==> src/rtl/vfd_clk_pkg.sv <==
// rtl/vfd_clk_pkg.sv - shared encodings and defaults for the VFD ramped clock divider
package vfd_clk_pkg;

    localparam int DEF_CNT_W       = 16;
    localparam int DEF_STEP_W      = 8;
    // Half-period minus 1 of the original fixed drive-frequency divider.
    localparam int LEGACY_DIV_10HZ = 1175;

    typedef enum logic {
        LOCKED = 1'b0,
        RAMP   = 1'b1
    } state_t;

endpackage

==> src/rtl/sat_step.sv <==
// rtl/sat_step.sv - saturating move of a setpoint toward a target by at most one step
// Ports:
//   cur  - present setpoint
//   tgt  - target setpoint
//   step - largest allowed change (zero-extended); 0 means jump straight to tgt
//   nxt  - new setpoint, never past tgt and never wrapped
module sat_step #(
    parameter int CNT_W  = 16,
    parameter int STEP_W = 8
) (
    input  logic [CNT_W-1:0]  cur,
    input  logic [CNT_W-1:0]  tgt,
    input  logic [STEP_W-1:0] step,
    output logic [CNT_W-1:0]  nxt
);

    logic [CNT_W:0] step_ext;
    logic [CNT_W:0] up;
    logic [CNT_W:0] gap;

    assign step_ext = {{(CNT_W + 1 - STEP_W){1'b0}}, step};

    always_comb begin
        // One spare bit keeps cur+step from wrapping near full scale.
        up  = {1'b0, cur} + step_ext;
        gap = {1'b0, cur} - {1'b0, tgt};
        nxt = cur;
        if (step == '0) begin
            nxt = tgt;
        end else if (cur < tgt) begin
            nxt = (up >= {1'b0, tgt}) ? tgt : up[CNT_W-1:0];
        end else if (cur > tgt) begin
            // gap > step implies step < cur, so the narrow subtraction is safe.
            nxt = (gap <= step_ext) ? tgt : cur - step_ext[CNT_W-1:0];
        end
    end

endmodule

==> src/rtl/vfd_ramp_clk_div.sv <==
// rtl/vfd_ramp_clk_div.sv - programmable 50% clock divider with soft half-period ramp
// Ports:
//   clk_in, reset          - system clock, synchronous active-high reset
//   enable                 - run enable; low idles the output at 0
//   target_div/target_valid - requested half-period minus 1 and its load strobe
//   ramp_step              - max change of cur_div per output half-period (0 = jump)
//   clk_out, tick          - divided square wave and one-cycle pulse on each toggle
//   cur_div                - half-period minus 1 currently in use
//   at_target, busy        - cur_div equals latched target / ramp in progress
module vfd_ramp_clk_div
    import vfd_clk_pkg::*;
#(
    parameter int CNT_W    = DEF_CNT_W,
    parameter int STEP_W   = DEF_STEP_W,
    parameter int INIT_DIV = LEGACY_DIV_10HZ,
    parameter int DIV_MIN  = 1
) (
    input  logic              clk_in,
    input  logic              reset,
    input  logic              enable,
    input  logic [CNT_W-1:0]  target_div,
    input  logic              target_valid,
    input  logic [STEP_W-1:0] ramp_step,
    output logic              clk_out,
    output logic              tick,
    output logic [CNT_W-1:0]  cur_div,
    output logic              at_target,
    output logic              busy
);

    localparam logic [CNT_W-1:0] INIT_V = CNT_W'(INIT_DIV);
    localparam logic [CNT_W-1:0] MIN_V  = CNT_W'(DIV_MIN);

    logic [CNT_W-1:0] counter;
    logic [CNT_W-1:0] target_reg;
    logic [CNT_W-1:0] step_div;
    logic [CNT_W-1:0] cur_div_next;
    logic [CNT_W-1:0] target_next;
    logic             boundary;
    state_t           state;
    state_t           state_next;

    assign boundary = enable && (counter == cur_div);

    // Step is computed from the target held before any same-cycle load.
    sat_step #(
        .CNT_W  (CNT_W),
        .STEP_W (STEP_W)
    ) u_sat_step (
        .cur  (cur_div),
        .tgt  (target_reg),
        .step (ramp_step),
        .nxt  (step_div)
    );

    assign cur_div_next = boundary ? step_div : cur_div;
    assign target_next  = target_valid ? ((target_div < MIN_V) ? MIN_V : target_div)
                                       : target_reg;
    assign busy         = (state == RAMP);

    always_comb begin
        state_next = state;
        case (state)
            // A zero step jumps at the next boundary, so it never counts as ramping.
            LOCKED: if (ramp_step != '0 && cur_div_next != target_reg) state_next = RAMP;
            RAMP:   if (boundary && step_div == target_reg) state_next = LOCKED;
            default: state_next = state;
        endcase
    end

    always_ff @(posedge clk_in) begin
        if (reset) begin
            counter    <= '0;
            clk_out    <= 1'b0;
            tick       <= 1'b0;
            cur_div    <= INIT_V;
            target_reg <= INIT_V;
            state      <= LOCKED;
            at_target  <= 1'b1;
        end else begin
            target_reg <= target_next;
            cur_div    <= cur_div_next;
            state      <= state_next;
            at_target  <= (cur_div_next == target_next);
            if (!enable) begin
                counter <= '0;
                clk_out <= 1'b0;
                tick    <= 1'b0;
            end else if (boundary) begin
                counter <= '0;
                clk_out <= ~clk_out;
                tick    <= 1'b1;
            end else begin
                counter <= counter + CNT_W'(1);
                tick    <= 1'b0;
            end
        end
    end

endmodule

==> config.mk <==
export PLATFORM = sky130hd
export DESIGN_NAME = vfd_ramp_clk_div
export DESIGN_NICKNAME = d
export VERILOG_FILES = /design/src/rtl/vfd_clk_pkg.sv /design/src/rtl/sat_step.sv /design/src/rtl/vfd_ramp_clk_div.sv
export SDC_FILE = /design/constraint.sdc
export NUM_CORES = 1
export LEC_CHECK = 0
export BUFFER_PORTS_ARGS = -buffer_cell sky130_fd_sc_hd__buf_2
export CAP_MARGIN = 0
export CORE_MARGIN = 1
export CORE_UTILIZATION = 35
export DETAILED_ROUTE_END_ITERATION = 10
export PLACE_DENSITY_LB_ADDON = 0.15
export SYNTH_ARGS = -nofsm -noshare
export SYNTH_HDL_FRONTEND = slang
export SYNTH_SLANG_ARGS = --single-unit
==> constraint.sdc <==
create_clock -name clk_in -period 8.1 [get_ports clk_in]
set_clock_uncertainty 0.05 [all_clocks]
set_input_delay 0.405 -clock clk_in [delete_from_list [all_inputs] [get_ports clk_in]]
set_output_delay 0.405 -clock clk_in [all_outputs]
set_load 0.03 [all_outputs]
# ---- Word-level counts from Yosys, hierarchy flattened
# Index checks and enable logic that the tools add are counted.
# W data, S select, Z words.
dict set report op_classes {
  addsub 4
  bitwise_logic 3
  order_cmp 5
  n_eq_ne 4
  mux 12
  reduce_logical 7
}
# cell n
set op_table {}
lappend op_table {{$mux W16} 8}
lappend op_table {{$eq A16 B16 Y1} 3}
lappend op_table {{$add A16 B8 Y17} 1}
lappend op_table {{$ge A17 B16 Y1} 1}
lappend op_table {{$le A17 B8 Y1} 1}
lappend op_table {{$sub A16 B16 Y17} 1}
lappend op_table {{$add A16 B1 Y16 const B} 1}
lappend op_table {{$gt A16 B16 Y1} 1}
lappend op_table {{$lt A16 B1 Y1 const B} 1}
lappend op_table {{$lt A16 B16 Y1} 1}
lappend op_table {{$ne A16 B16 Y1} 1}
lappend op_table {{$sub A16 B8 Y16} 1}
lappend op_table {{$logic_not A8 Y1} 1}
lappend op_table {{$reduce_bool A8 Y1} 1}
lappend op_table {{$logic_and A1 B1 Y1} 3}
lappend op_table {{$mux W1} 3}
lappend op_table {{$not A1 Y1} 3}
lappend op_table {{$reduce_or A3 Y1} 1}
lappend op_table {{$pmux W1 S2} 1}
lappend op_table {{$reduce_or A2 Y1} 1}
dict set report word_totals {
  output_inout_bits 20
  reg_bits 52
  word_cells 42
}

# ---- Logic depth before layout (Yosys ltp)
dict set report depth {
  depth_word 11
  mapped_depth 25
}

# ---- By module
# A second synthesis with hierarchy kept.
dict set report unflattened {
  cells_unflattened 740
  hier_area_um2 5878.1
}
# mod n_inst area_each_um2 seq_area_each_um2 cells_per_inst
set modules_own_cells {}
lappend modules_own_cells {sat_step 1 3154.3 0.0 451}
lappend modules_own_cells {vfd_ramp_clk_div 1 2723.9 1041.0 289}

# ---- Worst setup path before layout
# Ideal clock, no wire load.
dict set report synth_path {
  path_type {register to register}
  start {reg cur_div[2]}
  end {reg at_target}
  setup_ns 0.061
  n_path_buf 1
  t_required_ns 7.989
  synth_period_minus_slack_ns 5.203
  arrival_ns 5.092
  path_stages_with_launch 23
  path_slack_ns 2.897
  cell_sequence {dfxtp_1 > ha_1 > buf_2 > nand2b_1 > a221o_1 > a211oi_2 > nand2_1 > xor2_1 > inv_1 > ha_1 > nand4_1 > nor2_1 > and4_1 > a22oi_1 > a311oi_1 > a211oi_1 > nor3_1 > mux2_1 > nor2_1 > xor2_1 > or4_1 > nor4_2 > a41o_1}
}
dict set report synth_between {
  elab_chain_cells 8
  word_cells_on_any_way 16
}
# item line
set synth_rtl {}
lappend synth_rtl {{from (decl)} vfd_ramp_clk_div.sv:26} ;# output logic [CNT_W-1:0] cur_div,
lappend synth_rtl {{from (signal assigned)} vfd_ramp_clk_div.sv:82} ;# cur_div <= cur_div_next;
lappend synth_rtl {{$sub A16 B16 Y17} sat_step.sv:26} ;# gap = {1'b0, cur} - {1'b0, tgt};
lappend synth_rtl {{$le A17 B8 Y1} sat_step.sv:34} ;# nxt = (gap <= step_ext) ? tgt : cur - step_ext[CNT_W-1:0];
lappend synth_rtl {{$mux W16} sat_step.sv:34}
lappend synth_rtl {{$mux W16} sat_step.sv:32} ;# end else if (cur > tgt) begin
lappend synth_rtl {{$mux W16} sat_step.sv:30} ;# end else if (cur < tgt) begin
lappend synth_rtl {{$mux W16} sat_step.sv:28} ;# if (step == '0) begin
lappend synth_rtl {{$mux W16 *} vfd_ramp_clk_div.sv:56} ;# assign cur_div_next = boundary ? step_div : cur_div;
lappend synth_rtl {{$eq A16 B16 Y1 *} vfd_ramp_clk_div.sv:84} ;# at_target <= (cur_div_next == target_next);
lappend synth_rtl {{to (signal assigned)} vfd_ramp_clk_div.sv:84}
lappend synth_rtl {{to (decl)} vfd_ramp_clk_div.sv:27} ;# output logic at_target,
# Mark *: on every way between the ends. The rest lies on a longest branch, timed or not.
# A chain may end at the register's enable or synchronous reset.

# ---- Worst setup path in the final report
# Ends and elaborated chain as after synthesis.

==> reports/metrics.cfg <==
[status]
status = complete, no violations

[hold_path]
min_path_cells = 3
holdCritPathClass = primary input to flop
worstHoldStart = enable
hold_path_end = tick

[pwr]
vdd_drop_max_mv = 0.0792
power_frac_comb = 0.460
intPower_mw = 0.530
pwr-share-clk = 0.248
powerDensity_nw_per_um2 = 118
pwr-share-seq = 0.292
swShare = 0.440
power_leakage_nw = 3.24
power.switching_mw = 0.416

[finish]
syn_to_final_growth_pct = 7.76
final-seq-area_um2 = 1040
nets = 1127
diodes = 0
final_layout_size_suffix_gt1_frac = 0.0981
multi_input_area_um2 = 5910
final.fill_count = 2245

[route]
wl_per_cell_um = 24.3
wl_mm = 31.8
first_pass_iters = 8
drt-initial-drc-count = 1199
via_count = 8342
drc = 0
final_antenna_net_count = 0
routed_via_density = 6.37

[timing]
post-route-period-util = 0.857
setup_tns_ns = 0
max_freq_mhz = 144
slew_headroom = 0.372
setup_violations = 0
worstMarginPinSlew_ns = 0.941
hold_viol = 0
setup_ws_ns = 1.16
rsz0062_at_grt = no
finalCriticalPeriod_ns = 6.94
drv_slew = 0

[grt]
grt_max_degree = 35
grt_overflow = 0
grtUsageTotal = 0.291
grt_pass1_vias = 7712
grt_pass1_wl_mm = 47.8
antenna_found_initial = 0

[clock_network]
cts.sinks = 52
numCtsBuffers = 5
htreeDepth = 2
insertion_delay_ns = 0.31
cts-root-buf = clkbuf_16
clockBufferDepth = 2
cts_hold_buffers = 0
ctsResizeCount = 0
tritoncts = built
cts_setup_buffers = 0
clk_pin_slew_ns = 0.08

[die]
coreArea_um2 = 20500
num_io_pins = 48
rows = 52
dieArea_um2 = 21800
die_h_um = 148
initial_core_util = 0.362
fp.dieW_um = 148

[setup_path]
cp_data_arrival_time_ns = 7.14
rr_endpoint = at_target
crit_path_end_kind = flop
crit_path_start_kind = flop
worstSetupPathType = flop to flop
crit_required_ns = 8.31
worst-r2r-cell-count = 19
reg2reg_from = cur_div[2]
reg2reg_setup_slack_ns = 1.16
worstPathMaxFanout = 15

[placed_design]
post-place-ws_ns = 1.49
place_hpwl_mm = 24.0
io_buffers = 47
gp_congestion = 1.01

[synthesis]
yosysUniqueCellTypes = 88
seq_area_frac_synth = 0.140
synth_edf_count = 0
syn_inst = 1037
synthArstFlopShare = 0
syn_area_per_cell_um2 = 7.16
yosys.cell_count.top_type = nor2_1
synthFlopType = dfxtp_1
synth_area_leaders = dfxtp_1 (14%), ha_1 (9.6%), nor2_1 (5.5%), xnor2_1 (5.4%), xor2_1 (4.7%)
yosys.area.top_type = dfxtp_1
synth_commonest_cells = nor2_1 (109), nand2_1 (75), a21oi_1 (67)
ys_ff_latch = 52
yosysWarnings = 0
syn_area_um2 = 7420
netlist.area_leader.share = 0.140
synth_nets = 1125

[run]
drv_cap = 0

[metrics by stage]
| step | instance area, µm² | hold WS, ns | util | std cells | power (mW) |
|---|---|---|---|---|---|
| 2_1_floorplan | 7420 | 0.413 | - | 1037 | 0.572 |
| 3_3_place_gp | 7840 | 0.453 | 0.383 | 1302 | 0.707 |
| 3_5_place_dp | 7840 | 0.450 | 0.383 | 1302 | 0.696 |
| 4_1_cts | 8000 | 0.305 | 0.390 | 1310 | 0.933 |
| 5_1_grt | 8000 | 0.345 | 0.390 | 1310 | 0.991 |
| 6_report | 8000 | 0.314 | 0.390 | 1310 | 0.946 |
[final cells by class]
cell class,instances,area share
clock buffers,5,0.0156
clock inverters,3,0.00344
inverters,46,0.0216
multi-input cells,867,0.739
flip-flops and latches,52,0.130
well taps,270,0.0422
repair buffers,67,0.0482
[cells in the final DEF, fill, tap and decap left out, types with 33 or more instances in the layout]
cell	instances
o21ai_0	56
buf_2	47
nor3_1	33
nand3_1	43
xnor2_1	46
ha_1	57
nor2_1	109
a21oi_1	67
xor2_1	40
dfxtp_1	52
inv_1	46
nand2_1	75
[worst max path at each step]
stage / start / to / slack, ns / cells after the start
floorplan: cur_div[2] / at_target / 2.90 / 22
global placement: cur_div[2] / at_target / 1.50 / 19
detailed placement: cur_div[2] / at_target / 1.49 / 20
CTS: cur_div[2] / at_target / 1.42 / 20
global route: cur_div[2] / at_target / 0.93 / 19
finish: cur_div[2] / at_target / 1.16 / 19
[logic make-up after synthesis]
group                    after synthesis  share of synthesized area
AO/OA/AOI/OAI                        304                      0.285
XOR/XNOR                              87                      0.104
adder cells (fa/ha/maj)               60                      0.104
buffers and inverters                118                     0.0654
flip-flops                            52                      0.140
multiplexers                          26                     0.0352
AND/OR/NAND/NOR                      390                      0.266
[worst max-delay path: stages (launching register included)]
cell and delay [ns]:
dfxtp_1 0.69, ha_1 0.45, nand2b_1 0.22, a221o_1 0.38, a211oi_2 0.37, nand2b_1 0.11, xnor2_1 0.45, ha_1 0.35
nand4_1 0.09, nor2_1 0.08, and4_1 0.19, a22oi_1 0.39, nand3_1 0.63, a21oi_1 0.61, nor3_1 0.12, nor3_1 0.51
xnor2_1 0.16, or4_1 0.54, nor4_2 0.29, a41o_1 0.20
[power groups by stage]
stage / Clock, mW / Sequential (mW) / Combinational (mW)
floorplan: 0 / 0.272 / 0.300
global placement: 0 / 0.282 / 0.426
detailed placement: 0 / 0.281 / 0.415
CTS: 0.240 / 0.275 / 0.418
global route: 0.250 / 0.277 / 0.465
finish: 0.235 / 0.276 / 0.435
[layer usage]
| metal | part of all wire | global-route usage | up-vias |
|---|---|---|---|
| met5 | 0 | 0 | - |
| met4 | 0.043 | 0.116 | 0 |
| li1 | - | - | 3856 |
| met2 | 0.41 | 0.422 | 500 |
| met1 | 0.43 | 0.401 | 3861 |
| met3 | 0.12 | 0.0824 | 125 |
(Power assumes the default switching activity.)
